[config.mk]
export PLATFORM = sky130hd
export DESIGN_NAME = aes_key_expander_flat
export DESIGN_NICKNAME = d
export VERILOG_FILES = /design/src/rtl/aes_key_expander_if.sv /design/src/rtl/aes_key_expander.sv /design/src/flat_wrapper.sv
export SDC_FILE = /design/constraint.sdc
export NUM_CORES = 2
export LEC_CHECK = 0
export CAP_MARGIN = 40
export CORE_ASPECT_RATIO = 1.25
export CORE_MARGIN = 4
export CORE_UTILIZATION = 35
export CTS_BUF_LIST = sky130_fd_sc_hd__clkbuf_8
export DETAILED_ROUTE_END_ITERATION = 16
export PLACE_DENSITY = 0.59
export SLEW_MARGIN = 20
export SYNTH_ARGS = -nofsm -noshare
export SYNTH_HDL_FRONTEND = slang
export SYNTH_SLANG_ARGS = --single-unit
[constraint.sdc]
create_clock -name clk -period 28.4 [get_ports clk]
set_input_delay 2.84 -clock clk [delete_from_list [all_inputs] [get_ports clk]]
set_output_delay 2.84 -clock clk [all_outputs]
set_load 0.02 [all_outputs]
[src/rtl/aes_key_expander_if.sv]
// Handshake and key bus between the round controller and the AES-128 key expander.
interface aes_key_expander_if;
  logic         START;
  logic [127:0] CIPHER_KEY;
  logic         KEY_READY;
  logic [127:0] ROUND_KEY;
  logic         KEY_VALID;
  logic [3:0]   ROUND_IDX;
  logic         BUSY;
  logic         DONE;

  modport master (
    output START, CIPHER_KEY, KEY_READY,
    input  ROUND_KEY, KEY_VALID, ROUND_IDX, BUSY, DONE
  );

  modport slave (
    input  START, CIPHER_KEY, KEY_READY,
    output ROUND_KEY, KEY_VALID, ROUND_IDX, BUSY, DONE
  );
endinterface

[src/rtl/aes_key_expander.sv]
// Iterative AES-128 key schedule: streams round keys 0..10 under valid/ready flow control.
module aes_key_expander (
  input logic              clk,
  input logic              rst_n,
  aes_key_expander_if.slave bus
);

  localparam logic [0:0] StIdle = 1'b0;
  localparam logic [0:0] StEmit = 1'b1;

  logic [0:0]   state_q, state_d;
  logic [127:0] key_q, key_d;
  logic [3:0]   idx_q, idx_d;
  logic [7:0]   rcon_q, rcon_d;
  logic         valid_q, valid_d;
  logic         done_q, done_d;

  function automatic logic [7:0] xtime(input logic [7:0] a);
    return {a[6:0], 1'b0} ^ (a[7] ? 8'h1b : 8'h00);
  endfunction

  function automatic logic [7:0] gf_mul(input logic [7:0] a, input logic [7:0] b);
    logic [7:0] p;
    logic [7:0] aa;
    p  = 8'h00;
    aa = a;
    for (int i = 0; i < 8; i++) begin
      if (b[i]) p = p ^ aa;
      aa = xtime(aa);
    end
    return p;
  endfunction

  // Inverse as x^254 (maps 0 to 0), followed by the affine transform.
  function automatic logic [7:0] sbox(input logic [7:0] x);
    logic [7:0] x2, x3, x6, x12, x15, x30, x60, x120, x240, x252, inv;
    x2   = gf_mul(x, x);
    x3   = gf_mul(x2, x);
    x6   = gf_mul(x3, x3);
    x12  = gf_mul(x6, x6);
    x15  = gf_mul(x12, x3);
    x30  = gf_mul(x15, x15);
    x60  = gf_mul(x30, x30);
    x120 = gf_mul(x60, x60);
    x240 = gf_mul(x120, x120);
    x252 = gf_mul(x240, x12);
    inv  = gf_mul(x252, x2);
    return inv ^ {inv[6:0], inv[7]} ^ {inv[5:0], inv[7:6]} ^ {inv[4:0], inv[7:5]}
         ^ {inv[3:0], inv[7:4]} ^ 8'h63;
  endfunction

  logic [31:0]  w0, w1, w2, w3, rot, sub, w4, w5, w6, w7;
  logic [127:0] next_key;

  // Next round key from the current one and the current round constant.
  always_comb begin
    w0  = key_q[127:96];
    w1  = key_q[95:64];
    w2  = key_q[63:32];
    w3  = key_q[31:0];
    rot = {w3[23:0], w3[31:24]};
    sub = {sbox(rot[31:24]), sbox(rot[23:16]), sbox(rot[15:8]), sbox(rot[7:0])};
    w4  = w0 ^ sub ^ {rcon_q, 24'h000000};
    w5  = w1 ^ w4;
    w6  = w2 ^ w5;
    w7  = w3 ^ w6;
    next_key = {w4, w5, w6, w7};
  end

  // Next-state: load on START in idle, advance or finish on each accepted key.
  always_comb begin
    state_d = state_q;
    key_d   = key_q;
    idx_d   = idx_q;
    rcon_d  = rcon_q;
    valid_d = valid_q;
    done_d  = 1'b0;
    case (state_q)
      StIdle: begin
        if (bus.START) begin
          key_d   = bus.CIPHER_KEY;
          idx_d   = 4'd0;
          rcon_d  = 8'h01;
          valid_d = 1'b1;
          state_d = StEmit;
        end
      end
      StEmit: begin
        if (valid_q && bus.KEY_READY) begin
          if (idx_q == 4'd10) begin
            valid_d = 1'b0;
            done_d  = 1'b1;
            state_d = StIdle;
          end else begin
            key_d  = next_key;
            idx_d  = idx_q + 4'd1;
            rcon_d = xtime(rcon_q);
          end
        end
      end
      default: state_d = StIdle;
    endcase
  end

  // State registers with asynchronous active-low reset.
  always_ff @(posedge clk or negedge rst_n) begin
    if (!rst_n) begin
      state_q <= StIdle;
      key_q   <= '0;
      idx_q   <= 4'd0;
      rcon_q  <= 8'h01;
      valid_q <= 1'b0;
      done_q  <= 1'b0;
    end else begin
      state_q <= state_d;
      key_q   <= key_d;
      idx_q   <= idx_d;
      rcon_q  <= rcon_d;
      valid_q <= valid_d;
      done_q  <= done_d;
    end
  end

  assign bus.ROUND_KEY = key_q;
  assign bus.KEY_VALID = valid_q;
  assign bus.ROUND_IDX = idx_q;
  assign bus.BUSY      = (state_q == StEmit);
  assign bus.DONE      = done_q;

endmodule

[src/flat_wrapper.sv]
// flat-port wrapper written by rule: the top's interface ports become plain ports
module aes_key_expander_flat 
  (clk, rst_n, bus_START, bus_CIPHER_KEY, bus_KEY_READY, bus_ROUND_KEY, bus_KEY_VALID, bus_ROUND_IDX, bus_BUSY, bus_DONE);
  aes_key_expander_if bus_i ();
  input logic clk;
  input logic rst_n;
  input wire logic [$bits(bus_i.START)-1:0] bus_START;
  input wire logic [$bits(bus_i.CIPHER_KEY)-1:0] bus_CIPHER_KEY;
  input wire logic [$bits(bus_i.KEY_READY)-1:0] bus_KEY_READY;
  output wire logic [$bits(bus_i.ROUND_KEY)-1:0] bus_ROUND_KEY;
  output wire logic [$bits(bus_i.KEY_VALID)-1:0] bus_KEY_VALID;
  output wire logic [$bits(bus_i.ROUND_IDX)-1:0] bus_ROUND_IDX;
  output wire logic [$bits(bus_i.BUSY)-1:0] bus_BUSY;
  output wire logic [$bits(bus_i.DONE)-1:0] bus_DONE;
  assign bus_i.START = bus_START;
  assign bus_i.CIPHER_KEY = bus_CIPHER_KEY;
  assign bus_i.KEY_READY = bus_KEY_READY;
  assign bus_ROUND_KEY = bus_i.ROUND_KEY;
  assign bus_KEY_VALID = bus_i.KEY_VALID;
  assign bus_ROUND_IDX = bus_i.ROUND_IDX;
  assign bus_BUSY = bus_i.BUSY;
  assign bus_DONE = bus_i.DONE;
  aes_key_expander u_core (.clk(clk), .rst_n(rst_n), .bus(bus_i));
endmodule
==> impl_metrics.csv <==
group,metric,value,unit
synth,syn-num-nets,6889,
global_route,busiest_layer,"met2",
detailed_routing,first_iter_violations,3950,
detailed_routing,drt-vias-per-instance,5.408,
place,dp_slack,5126,ps
synth,synth_most_common_cell,"xnor2_1",
synth,synth_common_cells,"xnor2_1, nand2_1, nor2_1",
synth,ys_warn_count,0,
sta,period_share,81.77,%
synth,synth-seq-cells,143,
cells_and_area,fillers,15410,
die,die_area,159200,sq um
detailed_routing,drc,0,
cts,cts_inserted_buffers,17,
die,core_area,151900,sq um
global_route,use_met1,27.09,%
critical_path,cp.required,28910,ps
sta,finalSetupViolCount,0,
synth,syn_inst,6727,
sta,slew_viol_final,0,
sta,slew-limit-headroom,38.29,%
cells_and_area,drive_gt1_share,9.139,%
place,globalplace.congestion,0.8823,
sta,max_freq,43.06,MHz
cts,cts-root-buf,"clkbuf_8",
global_route,met2_usage,35.57,%
global_route,grtUsageTotal,20.63,%
global_route,grt_pass1_wl,264.8,mm
sta,fin_ws,5178,ps
sta,finalCriticalPeriod,23220,ps
cts,clockBufferDepth,2,
cts,cts_sinks,143,
die,fp.dieW,357.6,um
cts,path_clk_slew,130,ps
cts,cts_tree,"yes",
synth,ys_seq_area_share,6.693,%
critical_path,cpMostUsedCell,"xnor2_1",
critical_path,max_stage_delay,790,ps
synth,synth-edff-count,0,
sta,final.setup.tns,0,ps
cts,cts_resized,0,
die,rows,160,
critical_path,crit_end,"u_core.bus.ROUND_KEY[34]",
synth,synthFlopType,"dfrtp_1",
critical_path,reg2reg_depth,72,
die,initial_core_util,35.20,%
run,cap_violations,0,
global_route,antenna_found_initial,4,
die,die_h,445.1,um
cells_and_area,nNetsFinal,6955,
synth,synthTopCellsByArea,"xnor2_1, xnor3_1, xor2_1",
sta,rsz0062_at_grt,"no",
synth,yosysTopAreaCellShare,21.35,%
critical_path,cp.buffers_inverters,12,
cells_and_area,syn_to_final_growth,10.41,%
synth,yosysTopAreaCell,"xnor2_1",
sta,clock_skew,30.51,ps
die,pin_count,267,
sta,tightest_slew,919.1,ps
synth,syn_area_per_cell,7.951,sq um
global_route,grt_max_degree,59,
cts,post-cts-setup-buffers,0,
critical_path,crit_family,"XOR/XNOR gates",
critical_path,reg2reg_slack,5180,ps
critical_path,cp_slowest_cell,"xnor3_1",
critical_path,worstSetupStartpoint,"u_core.bus.ROUND_KEY[31]",
cts,htreeDepth,4,
detailed_routing,vias,47770,
detailed_routing,wirelength,172.0,mm
synth,synth.distinct_cells,126,
global_route,grt_pass1_vias,45280,
critical_path,cp-end-kind,"flop",
min_path,min_path_type,"reg2reg",
detailed_routing,wl_per_cell,19.47,um
critical_path,r2r_start,"u_core.bus.ROUND_KEY[31]",
synth,synth.cell_area,53480,sq um
critical_path,cp_max_fo,25,
place,io_buffers,266,
status,outcome,"complete, no violations",
critical_path,path_depth,72,
global_route,grt-ovfl-total,0,
critical_path,crit_path_start_kind,"flop",
cts,clock_latency,620,ps
critical_path,reg2reg_to,"u_core.bus.ROUND_KEY[34]",
critical_path,crit_type,"reg2reg",
detailed_routing,drtPass1Iterations,7,
cts,cts_hold_buffers,0,
global_route,use_met3,3.016,%
detailed_routing,drtAntennaViolNets,0,
critical_path,arrival,23730,ps
sta,finalHoldViolCount,0,
place,hpwlAfterDp,127.4,mm
synth,synthArstFlopShare,100.0,%
[cell usage in the layout, fill, tap and decap left out, drive strengths merged, types with 26 or more instances in the layout]
cell type,Yosys,layout
mux2,61,61
ha,30,30
nor3,141,141
nand3,159,159
dfrtp,142,142
clkdlybuf4s50,0,264
o22ai,93,93
a31oi,42,42
buf,217,220
and3,33,33
xnor2,1432,1432
or3,35,35
xnor3,286,286
xor2,518,518
and2,42,42
a21oi,321,321
inv,119,131
mux2i,249,249
nor2,700,700
o211ai,28,28
a22oi,61,61
o221ai,31,31
o21ai,318,318
or2,26,26
a211oi,34,34
nand2,807,807
nor2b,58,58
xor3,52,52
a221oi,31,31
nand2b,68,68
[stage by stage]
| stage | area (sq um) | cells | hold WS [ps] | util [%] |
|---|---|---|---|---|
| after global routing | 59050 | 8831 | 568.9 | 38.86 |
| after detailed placement | 58440 | 8781 | 527.1 | 38.46 |
| after CTS | 58830 | 8813 | 541.9 | 38.72 |
| final | 59050 | 8833 | 538.1 | 38.86 |
| after floorplan | 53480 | 6727 | 480.0 | - |
| after global placement | 58080 | 8747 | 514.2 | 38.22 |
[worst reg2reg max path: cells and delay by family, from the launching register on]
family | cells | cell delay [ps]
simple gates | 9 | 1660
mux | 2 | 430
xor+xnor | 38 | 14240
flops | 1 | 440
buf+inv | 12 | 2680
fa+ha+maj | 6 | 2500
compound gates | 5 | 1180
[kinds of logic (layout without fill, tap and decap cells)]
kind of cell | Yosys count | in the layout | share of synthesized area (%)
compound gates | 1195 | 1195 | 14.58
xor+xnor | 2288 | 2288 | 49.18
fa+ha+maj | 31 | 31 | 0.7205
buf+inv | 578 | 657 | 4.735
flops | 143 | 143 | 6.693
mux | 310 | 310 | 5.958
other cells | 0 | 2 | 0
simple gates | 2182 | 2182 | 18.13
[registers in the layout, indices dropped and copies added (netlist names)]
| name | flops |
|---|---|
| u_core.rcon_q | 8 |
| u_core.bus.DONE | 1 |
| u_core.bus.ROUND_KEY | 128 |
| u_core.bus.ROUND_IDX | 4 |
| u_core.bus.BUSY | 1 |
| u_core.bus.KEY_VALID | 1 |
[area by class of cell]
type	count	area (sq um)	area share [%]
timing repair buffer	490	4524	7.662
antenna	2	5.005	0.008475
tap	2025	2534	4.291
sequential	143	3583	6.068
inverter	135	509.2	0.8624
clock buffer	17	234.0	0.3962
clock inverter	15	162.7	0.2755
multi-input combinational	6006	47500	80.44
[worst min path at each step]
stage,from,end,slack [ps],cells after the start
after floorplan,u_core.rcon_q[5],u_core.rcon_q[6],480,2
after global placement,u_core.rcon_q[5],u_core.rcon_q[6],510,2
after detailed placement,u_core.bus.ROUND_KEY[114],u_core.bus.ROUND_KEY[114],530,2
after CTS,u_core.bus.ROUND_KEY[114],u_core.bus.ROUND_KEY[114],540,2
after global routing,u_core.rcon_q[5],u_core.rcon_q[6],570,2
final,u_core.bus.ROUND_KEY[114],u_core.bus.ROUND_KEY[114],540,2
[per-layer routing]
metal	wire (um)	vias up	share of wire, %
met5	0	-	0
li1	-	23050	-
met3	10810	197	6.3
met2	82650	1479	48
met1	74380	23040	43
met4	4136	0	2.4
Power is left out: the tool's default activity adds up to more than one toggle a clock period on the data nets, which glitch-free logic cannot reach.
